`src/rtl/uart_pkg.sv`:
```
// Shared types and constants for the AXI-stream UART transmitter.
// Build option AXIS_UART_TX_PARITY_EN adds an even-parity bit after the data bits.
package uart_pkg;

    localparam int DEFAULT_CLKS_PER_BIT = 104;

`ifdef AXIS_UART_TX_PARITY_EN
    typedef enum logic [2:0] {IDLE, START, DATA, PARITY, STOP} tx_state_e;
`else
    typedef enum logic [1:0] {IDLE, START, DATA, STOP} tx_state_e;
`endif

endpackage

```
`src/rtl/uart_baud_gen.sv`:
```
// Bit-period timer: tick is high on the last clock of every CLKS_PER_BIT period.
// restart realigns the period so a new frame always starts with a full bit.
module uart_baud_gen
    import uart_pkg::*;
#(
    parameter int CLKS_PER_BIT = DEFAULT_CLKS_PER_BIT
) (
    input  logic clock,
    input  logic reset,
    input  logic restart,
    output logic tick
);

    localparam int CW = $clog2(CLKS_PER_BIT);
    localparam logic [CW-1:0] LAST = CW'(CLKS_PER_BIT - 1);

    logic [CW-1:0] count;

    // NOTE: sequential state is written with non-blocking assignments only, so every
    // register samples the pre-edge values of the others regardless of process order.
    always_ff @(posedge clock) begin
        if (reset || restart) begin
            count <= '0;
        end else if (count == LAST) begin
            count <= '0;
        end else begin
            count <= count + 1'b1;
        end
    end

    assign tick = (count == LAST);

endmodule

```
`src/rtl/axis_uart_tx.sv`:
```
// AXI-stream to UART 8N1 transmitter; txd is registered, one byte per frame.
// Build option AXIS_UART_TX_PARITY_EN inserts an even-parity bit (8E1 framing).
module axis_uart_tx
    import uart_pkg::*;
#(
    parameter int CLKS_PER_BIT = DEFAULT_CLKS_PER_BIT
) (
    input  logic       clock,
    input  logic       reset,
    input  logic [7:0] idata,
    input  logic       ivalid,
    output logic       iready,
    output logic       txd,
    output logic       busy
);

    tx_state_e  state, state_d;
    logic [7:0] shift, shift_d;
    logic [2:0] bit_idx, bit_idx_d;
    logic       txd_d;
    logic       tick;
    logic       transfer;
`ifdef AXIS_UART_TX_PARITY_EN
    logic       parity, parity_d;
`endif

    assign iready   = (state == IDLE) && !reset;
    assign transfer = ivalid && iready;
    assign busy     = (state != IDLE);

    uart_baud_gen #(
        .CLKS_PER_BIT(CLKS_PER_BIT)
    ) u_baud_gen (
        .clock  (clock),
        .reset  (reset),
        .restart(transfer),
        .tick   (tick)
    );

    // NOTE: every signal written here gets a default first, so no path through the
    // case statement leaves one unassigned and no latch is inferred.
    always_comb begin
        state_d   = state;
        shift_d   = shift;
        bit_idx_d = bit_idx;
        txd_d     = txd;
`ifdef AXIS_UART_TX_PARITY_EN
        parity_d  = parity;
`endif
        unique case (state)
            IDLE: begin
                txd_d = 1'b1;
                if (transfer) begin
                    state_d = START;
                    shift_d = idata;
                    txd_d   = 1'b0;
`ifdef AXIS_UART_TX_PARITY_EN
                    parity_d = ^idata;
`endif
                end
            end
            START: begin
                if (tick) begin
                    state_d = DATA;
                    txd_d   = shift[0];
                    shift_d = shift >> 1;
                end
            end
            DATA: begin
                if (tick) begin
                    // Index wraps 7->0 as the last data bit is left behind.
                    bit_idx_d = bit_idx + 3'd1;
                    if (bit_idx == 3'd7) begin
`ifdef AXIS_UART_TX_PARITY_EN
                        state_d = PARITY;
                        txd_d   = parity;
`else
                        state_d = STOP;
                        txd_d   = 1'b1;
`endif
                    end else begin
                        txd_d   = shift[0];
                        shift_d = shift >> 1;
                    end
                end
            end
`ifdef AXIS_UART_TX_PARITY_EN
            PARITY: begin
                if (tick) begin
                    state_d = STOP;
                    txd_d   = 1'b1;
                end
            end
`endif
            STOP: begin
                if (tick) begin
                    state_d = IDLE;
                    txd_d   = 1'b1;
                end
            end
            default: begin
                state_d = IDLE;
                txd_d   = 1'b1;
            end
        endcase
    end

    always_ff @(posedge clock) begin
        if (reset) begin
            state   <= IDLE;
            shift   <= '0;
            bit_idx <= '0;
            txd     <= 1'b1;
`ifdef AXIS_UART_TX_PARITY_EN
            parity  <= 1'b0;
`endif
        end else begin
            state   <= state_d;
            shift   <= shift_d;
            bit_idx <= bit_idx_d;
            txd     <= txd_d;
`ifdef AXIS_UART_TX_PARITY_EN
            parity  <= parity_d;
`endif
        end
    end

endmodule

```
`config.mk`:
```
export PLATFORM = sky130hd
export DESIGN_NAME = axis_uart_tx
export DESIGN_NICKNAME = d
export VERILOG_FILES = /design/src/rtl/uart_pkg.sv /design/src/rtl/uart_baud_gen.sv /design/src/rtl/axis_uart_tx.sv
export SDC_FILE = /design/constraint.sdc
export NUM_CORES = 1
export LEC_CHECK = 0
export BUFFER_PORTS_ARGS = -buffer_cell sky130_fd_sc_hd__buf_4
export CORE_UTILIZATION = 25
export CTS_CLUSTER_DIAMETER = 120
export DETAILED_ROUTE_END_ITERATION = 7
export PLACE_DENSITY_LB_ADDON = 0.15
export REMOVE_ABC_BUFFERS = 1
export SETUP_SLACK_MARGIN = 0.2
export SLEW_MARGIN = 15
export SYNTH_ARGS = -nofsm -noshare
export SYNTH_HDL_FRONTEND = slang
export SYNTH_SLANG_ARGS = --single-unit
```
`constraint.sdc`:
```
create_clock -name clock -period 1.6 [get_ports clock]
set_input_delay 0.32 -clock clock [delete_from_list [all_inputs] [get_ports clock]]
set_output_delay 0.32 -clock clock [all_outputs]
set_load 0.005 [all_outputs]
```
==> qor.csv, run 1 <==
stage,metric,value,unit
logic_synthesis,register area share after synthesis,37.9,%
logic_synthesis,Post-Syn Area,1110,µm²
route,initial DRC count,12,
logic_synthesis,Ys Warns,0,
clocking,CTS Sinks,21,
placement,IO Port Bufs,13,
die,starting density of the core,26.8,%
logic_synthesis,Synth top area share,37.9,%
clocking,Hold Buf Count CTS,0,
logic_synthesis,Post-Syn Instances,115,
global_routing,vias in the first global route,945,
min_path,worst hold path stage count,2,
global_routing,first-pass GRT wire length,4370,µm
logic_synthesis,"FF+latch count, synth",21,
global_routing,Overflow after GRT,0,
timing,min Tclk post-route,1.57,ns
global_routing,aggregate global-route resource usage,12.8,%
clocking,Bufs on Longest Clock Path,2,
die,row cnt,23,
flow_run,max-cap violations,0,
min_path,HP Class,in -> reg,
logic_synthesis,"top cells by count, synth","dfxtp_1 (21), nor2_1 (14), o2bb2ai_1 (9), ha_1 (8)",
timing,Slew headroom,72.2,%
die,die area,4710,µm²
logic_synthesis,"Avg Cell Area, Syn",9.65,µm²
pwr,Max VDD drop,0.000963,V
pwr,Gate power share,57.9,%
logic_synthesis,Yosys cell types,32,
worst_setup_path,Crit Path Max Fanout,3,
worst_setup_path,Worst R2R Path Depth,6,
die,die height,68.6,µm
route,"antenna viol nets, final",0,
final_layout,diode count,0,
logic_synthesis,top_reg_cell synth,dfxtp_1,
pwr,Net Sw Frac,38.6,%
die,Die X,68.6,µm
logic_synthesis,ys async rst share,0,%
route,DRC Markers,0,
final_layout,"Core Util, Final",42.4,%
clocking,CTS Buf Count,3,
clocking,CTS tree,yes,
logic_synthesis,most numerous cell in the Yosys netlist,dfxtp_1,
pwr,Clock Power Share,13.6,%
worst_setup_path,crit path DAT,1.73,ns
final_layout,Post-Layout Cell Count,198,
timing,Final Max Tran Viols,0,
placement,Final Wtd Congestion,0.807,
final_layout,fin nets,168,
logic_synthesis,leading cell types by total area after synthesis,"dfxtp_1 (38%), ha_1 (9.0%), o2bb2ai_1 (7.1%), mux2i_1 (6.3%), nor2_1 (4.7%)",
global_routing,initial antenna violation count,0,
pwr,total leakage power,0.638,nW
timing,fmax,0.637,GHz
route,drt wl/cell,13.7,µm
pwr,Int Pwr,1.62,mW
timing,slew of the pin with the lowest slew margin,0.417,ns
route,Pre-antenna DRT Iters,4,
logic_synthesis,"area leader, netlist",dfxtp_1,
worst_setup_path,WS Path Type,reg -> reg,
timing,clock skew,0.00815,ns
die,io pins,14,
clocking,H-tree lvl count,1,
route,final WL,2720,µm
clocking,worst-skew pair later-pin latency,0.26,ns
placement,dpl cells,185,
timing,period utilisation layout,98.1,%
worst_setup_path,WP data required,1.76,ns
timing,RSZ-0062 raised after global routing,yes,
worst_setup_path,startpoint types,flop,
die,core area,4140,µm²
clocking,"Reg clk slew, reported paths",0.09,ns
route,routed vias/inst,4.85,
pwr,overall power,2.63,mW
route,routed via count,961,
global_routing,pin count of the biggest net entering global routing,13,
run_status,outcome,"finished, final reports clean",
pwr,Switching Power,1.02,mW
final_layout,layout cell share with drive strength beyond 1,58.1,%
pwr,pwr dens,1500,nW/µm²
timing,"Hold Vio Cnt, Final",0,
placement,Detailed Place HPWL,1780,µm
final_layout,number of fill cells,423,
final_layout,Layout area overhead,58.4,%
logic_synthesis,Post-synth EDFFs,0,
worst_setup_path,nature of the critical path endpoint,flop,
timing,setup violators final,0,
clocking,clock root cell,clkbuf_8,
pwr,Reg power frac,28.5,%
worst max-delay path: stages, from the launching register on:
cell and delay [ns]:
dfxtp_2 0.34, ha_4 0.16, ha_4 0.17, a21oi_2 0.16
nor2_2 0.06, o32a_1 0.29, a221o_1 0.28
final cells by class:
type                            count  area, µm²  share of cell area, %
Clock buffer                        3       41.3                   2.35
Clock inverter                      1       5.00                  0.285
Inverter                            6       27.5                   1.57
Multi-Input combinational cell     85        920                   52.3
Sequential cell                    21        430                   24.5
Tap cell                           50       62.6                   3.56
Timing Repair Buffer               32        272                   15.4
power by group through the flow:
stage / Clock (mW) / Sequential (mW) / Combinational [mW]
floorplan: 0 / 0.699 / 0.660
global placement: 0 / 0.710 / 0.939
detailed placement: 0 / 0.712 / 0.961
CTS: 0.371 / 0.728 / 1.19
global route: 0.395 / 0.765 / 1.64
finish: 0.358 / 0.750 / 1.53
kinds of logic after synthesis:
group	synth area share, %
adders and majority gates	9.02
xor gates and xnor gates	3.95
AOI/OAI and AO/OA	21.0
DFF	37.9
buffers and inverters	3.27
muxes	6.31
and+or+nand+nor	18.6
through the flow:
stage	setup TNS (ns)	cell area [µm²]	setup WS (ns)	hold slack (ns)
2_1_floorplan	-0.00287	1100	-0.00287	0.389
3_3_place_gp	-0.00811	1330	-0.00811	0.446
3_5_place_dp	-0.129	1330	-0.0681	0.450
4_1_cts	0	1560	0.0741	0.314
5_1_grt	-0.00721	1760	-0.00721	0.315
6_report	0	1760	0.0304	0.315
flip-flops by register name, indices dropped and copies added (netlist names):
register,flops
bit_idx,3
state,2
shift,8
txd,1
u_baud_gen.count,7
timing repair:
item | in CTS | in global routing
resized for setup | 35 | 28
pin swaps | 12 | 13
setup buffers | 4 | 5
endpoints found under the setup margin | 17 | 19
routing by layer:
layer,GRT usage [%],wire [µm]
met1,15.2,1240
met2,21.6,1330
met3,2.80,86
met4,6.25,70
met5,0,0
final timing paths:
| check | endpoint | startpoint | slack, ns |
|---|---|---|---|
| setup / recovery | txd$_SDFFE_PP1P_ | bit_idx[0]$_SDFFE_PP0P_ | 0.03 |
| setup reg to reg | txd$_SDFFE_PP1P_ | bit_idx[0]$_SDFFE_PP0P_ | 0.03 |
| hold reg to reg | shift[3]$_SDFFE_PP0P_ | shift[3]$_SDFFE_PP0P_ | 0.47 |
| hold / removal | bit_idx[1]$_SDFFE_PP0P_ | reset | 0.32 |
cells in the final DEF, fill, tap and decap left out, types with 3 or more instances in the layout:
cell type,Yosys,final
dfxtp_1,21,15
nand2_1,6,5
nor2_2,0,5
o2bb2ai_2,0,5
a21oi_2,0,3
nand3_1,7,5
a21oi_1,6,3
dfxtp_2,0,5
nor2_1,14,7
clkbuf_8,0,3
xor2_1,3,3
buf_6,0,5
buf_4,0,26
ha_4,0,6
inv_1,6,3
mux2i_1,7,7
o2bb2ai_4,0,3
Power figures use the tool's default switching activity.
==> run 2, diff against run 1 <==
--- a/config.mk
+++ b/config.mk
@@ -11,2 +11,3 @@
 export DETAILED_ROUTE_END_ITERATION = 7
+export MAX_ROUTING_LAYER = met4
 export PLACE_DENSITY_LB_ADDON = 0.15
==> constraint.sdc (replaced) <==
create_clock -name clock -period 1.8 [get_ports clock]
set_input_delay 0.36 -clock clock [delete_from_list [all_inputs] [get_ports clock]]
set_output_delay 0.36 -clock clock [all_outputs]
set_load 0.05 [all_outputs]
==> run 2 against run 1 <==
Clock skew down 0.0022 ns. Clock-buffer cell count unchanged. Hold slack better by 0.045 ns. First-iteration DRC count up 58%. Final area down 19%. Global-route usage down 1.1 points. Sequential share of layout area up 5.8 points. Non-clock buffer count down 17. Register-to-register slack better by 0.20 ns. Critical path depth down 1. Maximum frequency about the same. Routed wire length down 14%. Critical endpoint is now state[0]$_SDFFE_PP0P_.
==> qor.csv, run 2 (synthesis results as in run 1) <==
stage,metric,value,unit,change
route,Pre-antenna DRT Iters,4,,unchanged
clocking,CTS Sinks,21,,unchanged
pwr,pwr dens,1420,nW/µm²,-5.5%
final_layout,Largest register FFs,8,,unchanged
clocking,Bufs on Longest Clock Path,2,,unchanged
timing,Setup WS post-layout,0.231,ns,+0.201 ns
final_layout,Largest Register,shift,,
worst_setup_path,"CP delay by family, top",compound AO/OA/AOI/OAI gates,,
pwr,total leakage power,0.513,nW,-20%
global_routing,first-pass GRT wire length,3910,µm,-11%
route,routed vias/inst,4.85,,-0.17%
global_routing,pin count of the biggest net entering global routing,13,,unchanged
die,starting density of the core,26.8,%,unchanged
clocking,Hold Buf Count CTS,0,,unchanged
min_path,worst hold endpoint,state[0]$_SDFFE_PP0P_,,
timing,Final Max Tran Viols,0,,unchanged
global_routing,grt met1 use,13.9,%,-1.3 points
placement,dpl cells,176,,-4.9%
route,"antenna viol nets, final",0,,unchanged
global_routing,aggregate global-route resource usage,11.6,%,-1.1 points
global_routing,initial antenna violation count,0,,unchanged
final_layout,number of fill cells,430,,+1.7%
timing,clock skew,0.00592,ns,-0.00222 ns
final_layout,register area,432,µm²,+0.29%
final_layout,layout cell share with drive strength beyond 1,37.4,%,-21 points
final_layout,largest registers,"shift: 8 flops, u_baud_gen.count: 7 flops, bit_idx: 3 flops",,
route,routed via count,877,,-8.7%
worst_setup_path,Worst R2R Path Depth,5,,-1
die,core area,4140,µm²,unchanged
final_layout,"commonest cells after routing, fill and taps aside","dfxtp_1 (16), buf_4 (14), nor2_1 (12)",,
pwr,Max VDD drop,0.000952,V,-1.2%
worst_setup_path,startpoint types,flop,,
route,final WL,2340,µm,-14%
timing,period utilisation layout,87.1,%,-11 points
placement,IO Port Bufs,13,,unchanged
final_layout,diode count,0,,unchanged
timing,"Hold Vio Cnt, Final",0,,unchanged
worst_setup_path,crit path DAT,1.71,ns,-0.02 ns
worst_setup_path,RR Startpoint,state[0]$_SDFFE_PP0P_,,
clocking,worst-skew pair later-pin latency,0.26,ns,about the same
worst_setup_path,Crit Path Max Fanout,4,,+1
global_routing,Top Usage Layer GRT,met2,,
timing,Slew headroom,72.3,%,+0.12 points
die,io pins,14,,unchanged
timing,slew of the pin with the lowest slew margin,0.415,ns,-0.00180 ns
final_layout,Post-Layout Cell Count,181,,-8.6%
timing,RSZ-0062 raised after global routing,yes,,
placement,Detailed Place HPWL,1690,µm,-5.2%
global_routing,Overflow after GRT,0,,unchanged
final_layout,fin nets,151,,-10%
worst_setup_path,nature of the critical path endpoint,flop,,
clocking,H-tree lvl count,1,,unchanged
clocking,CTS tree,yes,,
final_layout,most common library cell in the layout ignoring fill and taps,dfxtp_1,,
final_layout,area of the multi-input gates,741,µm²,-19%
worst_setup_path,worst-path cell chain,"ha_1, nor3_4, a31oi_4, a2111oi_4, a211oi_2",,
placement,dpl ws,0.0271,ns,+0.0952 ns
run_status,outcome,"finished, final reports clean",,
clocking,clock root cell,clkbuf_8,,
placement,Final Wtd Congestion,0.798,,-1.1%
final_layout,Layout area overhead,28.6,%,
flow_run,max-cap violations,0,,unchanged
worst_setup_path,Slowest cell on crit path,a2111oi_4,,
min_path,hold_sp,reset,,
timing,fmax,0.637,GHz,about the same
timing,min Tclk post-route,1.57,ns,-0.000949 ns
worst_setup_path,WS Path Type,reg -> reg,,
min_path,worst hold path stage count,2,,unchanged
route,DRC Markers,0,,unchanged
clocking,"Reg clk slew, reported paths",0.08,ns,about the same
worst_setup_path,worst r2r dst,state[0]$_SDFFE_PP0P_,,
global_routing,met2 usage,18.6,%,-2.9 points
worst_setup_path,WP data required,1.94,ns,+0.18 ns
global_routing,vias in the first global route,824,,-13%
die,die height,68.6,µm,unchanged
worst_setup_path,R2R setup slack,0.23,ns,+0.20 ns
final_layout,"Core Util, Final",34.5,%,-8.0 points
global_routing,met3 Usage GRT,3.45,%,+0.66 points
die,die area,4710,µm²,unchanged
die,Die X,68.6,µm,unchanged
worst_setup_path,number of buffers and inverters on the critical path,0,,unchanged
min_path,HP Class,in -> reg,,
timing,setup violators final,0,,unchanged
route,initial DRC count,19,,+7
route,drt wl/cell,12.9,µm,-5.8%
die,row cnt,23,,unchanged
worst_setup_path,Max stage delay on crit path,0.40,ns,+0.06 ns
clocking,CTS Buf Count,3,,unchanged
-- run 2: cell type report --
type / count / share of cell area [%]
Timing Repair Buffer: 15 / 8.15
Clock buffer: 3 / 2.89
Clock inverter: 1 / 0.351
Multi-Input combinational cell: 85 / 51.9
Inverter: 6 / 2.10
Sequential cell: 21 / 30.2
Tap cell: 50 / 4.38
-- run 2: power by group --
part / leakage (nW) / switching [mW] / internal (mW) / total [mW]
registers: 0.174 / 0.0832 / 0.578 / 0.661
logic: 0.314 / 0.588 / 0.463 / 1.05
clock network: 0.0255 / 0.155 / 0.154 / 0.309
-- run 2: per-layer routing --
layer / up-vias / share of wire [%]
li1: 443 / -
met1: 414 / 47
met2: 18 / 49
met3: 2 / 3.1
met4: 0 / 1.0
met5: - / 0
-- run 2: worst max path at each step --
stage / from / end / slack (ns) / cells past startpoint
floorplan: state[0]$_SDFFE_PP0P_ / iready / -0.14 / 4
global placement: state[0]$_SDFFE_PP0P_ / txd$_SDFFE_PP1P_ / 0.14 / 6
detailed placement: state[0]$_SDFFE_PP0P_ / state[0]$_SDFFE_PP0P_ / 0.03 / 6
CTS: bit_idx[0]$_SDFFE_PP0P_ / txd$_SDFFE_PP1P_ / 0.20 / 6
global route: state[0]$_SDFFE_PP0P_ / state[0]$_SDFFE_PP0P_ / 0.19 / 5
finish: state[0]$_SDFFE_PP0P_ / state[0]$_SDFFE_PP0P_ / 0.23 / 5
-- run 2: repair_timing --
action                     CTS  global route
buffers inserted             0             1
setup endpoints to repair   13             7
resized for setup           22             8
pin swaps                    3             4
-- run 2: worst register-to-register path, cell delays in order (launching register included) --
cell and delay (ns):
dfxtp_4 0.37, ha_1 0.26, nor3_4 0.26, a31oi_4 0.08, a2111oi_4 0.40, a211oi_2 0.08
-- run 2: metrics by stage --
step | hold slack (ns) | TNS [ns] | instance area [µm²] | power [mW]
2_1_floorplan | 0.418 | -0.141 | 1100 | 1.32
3_3_place_gp | 0.435 | 0 | 1260 | 1.52
3_5_place_dp | 0.450 | 0 | 1260 | 1.53
4_1_cts | 0.355 | 0 | 1390 | 1.99
5_1_grt | 0.358 | 0 | 1430 | 2.13
6_report | 0.360 | 0 | 1430 | 2.02
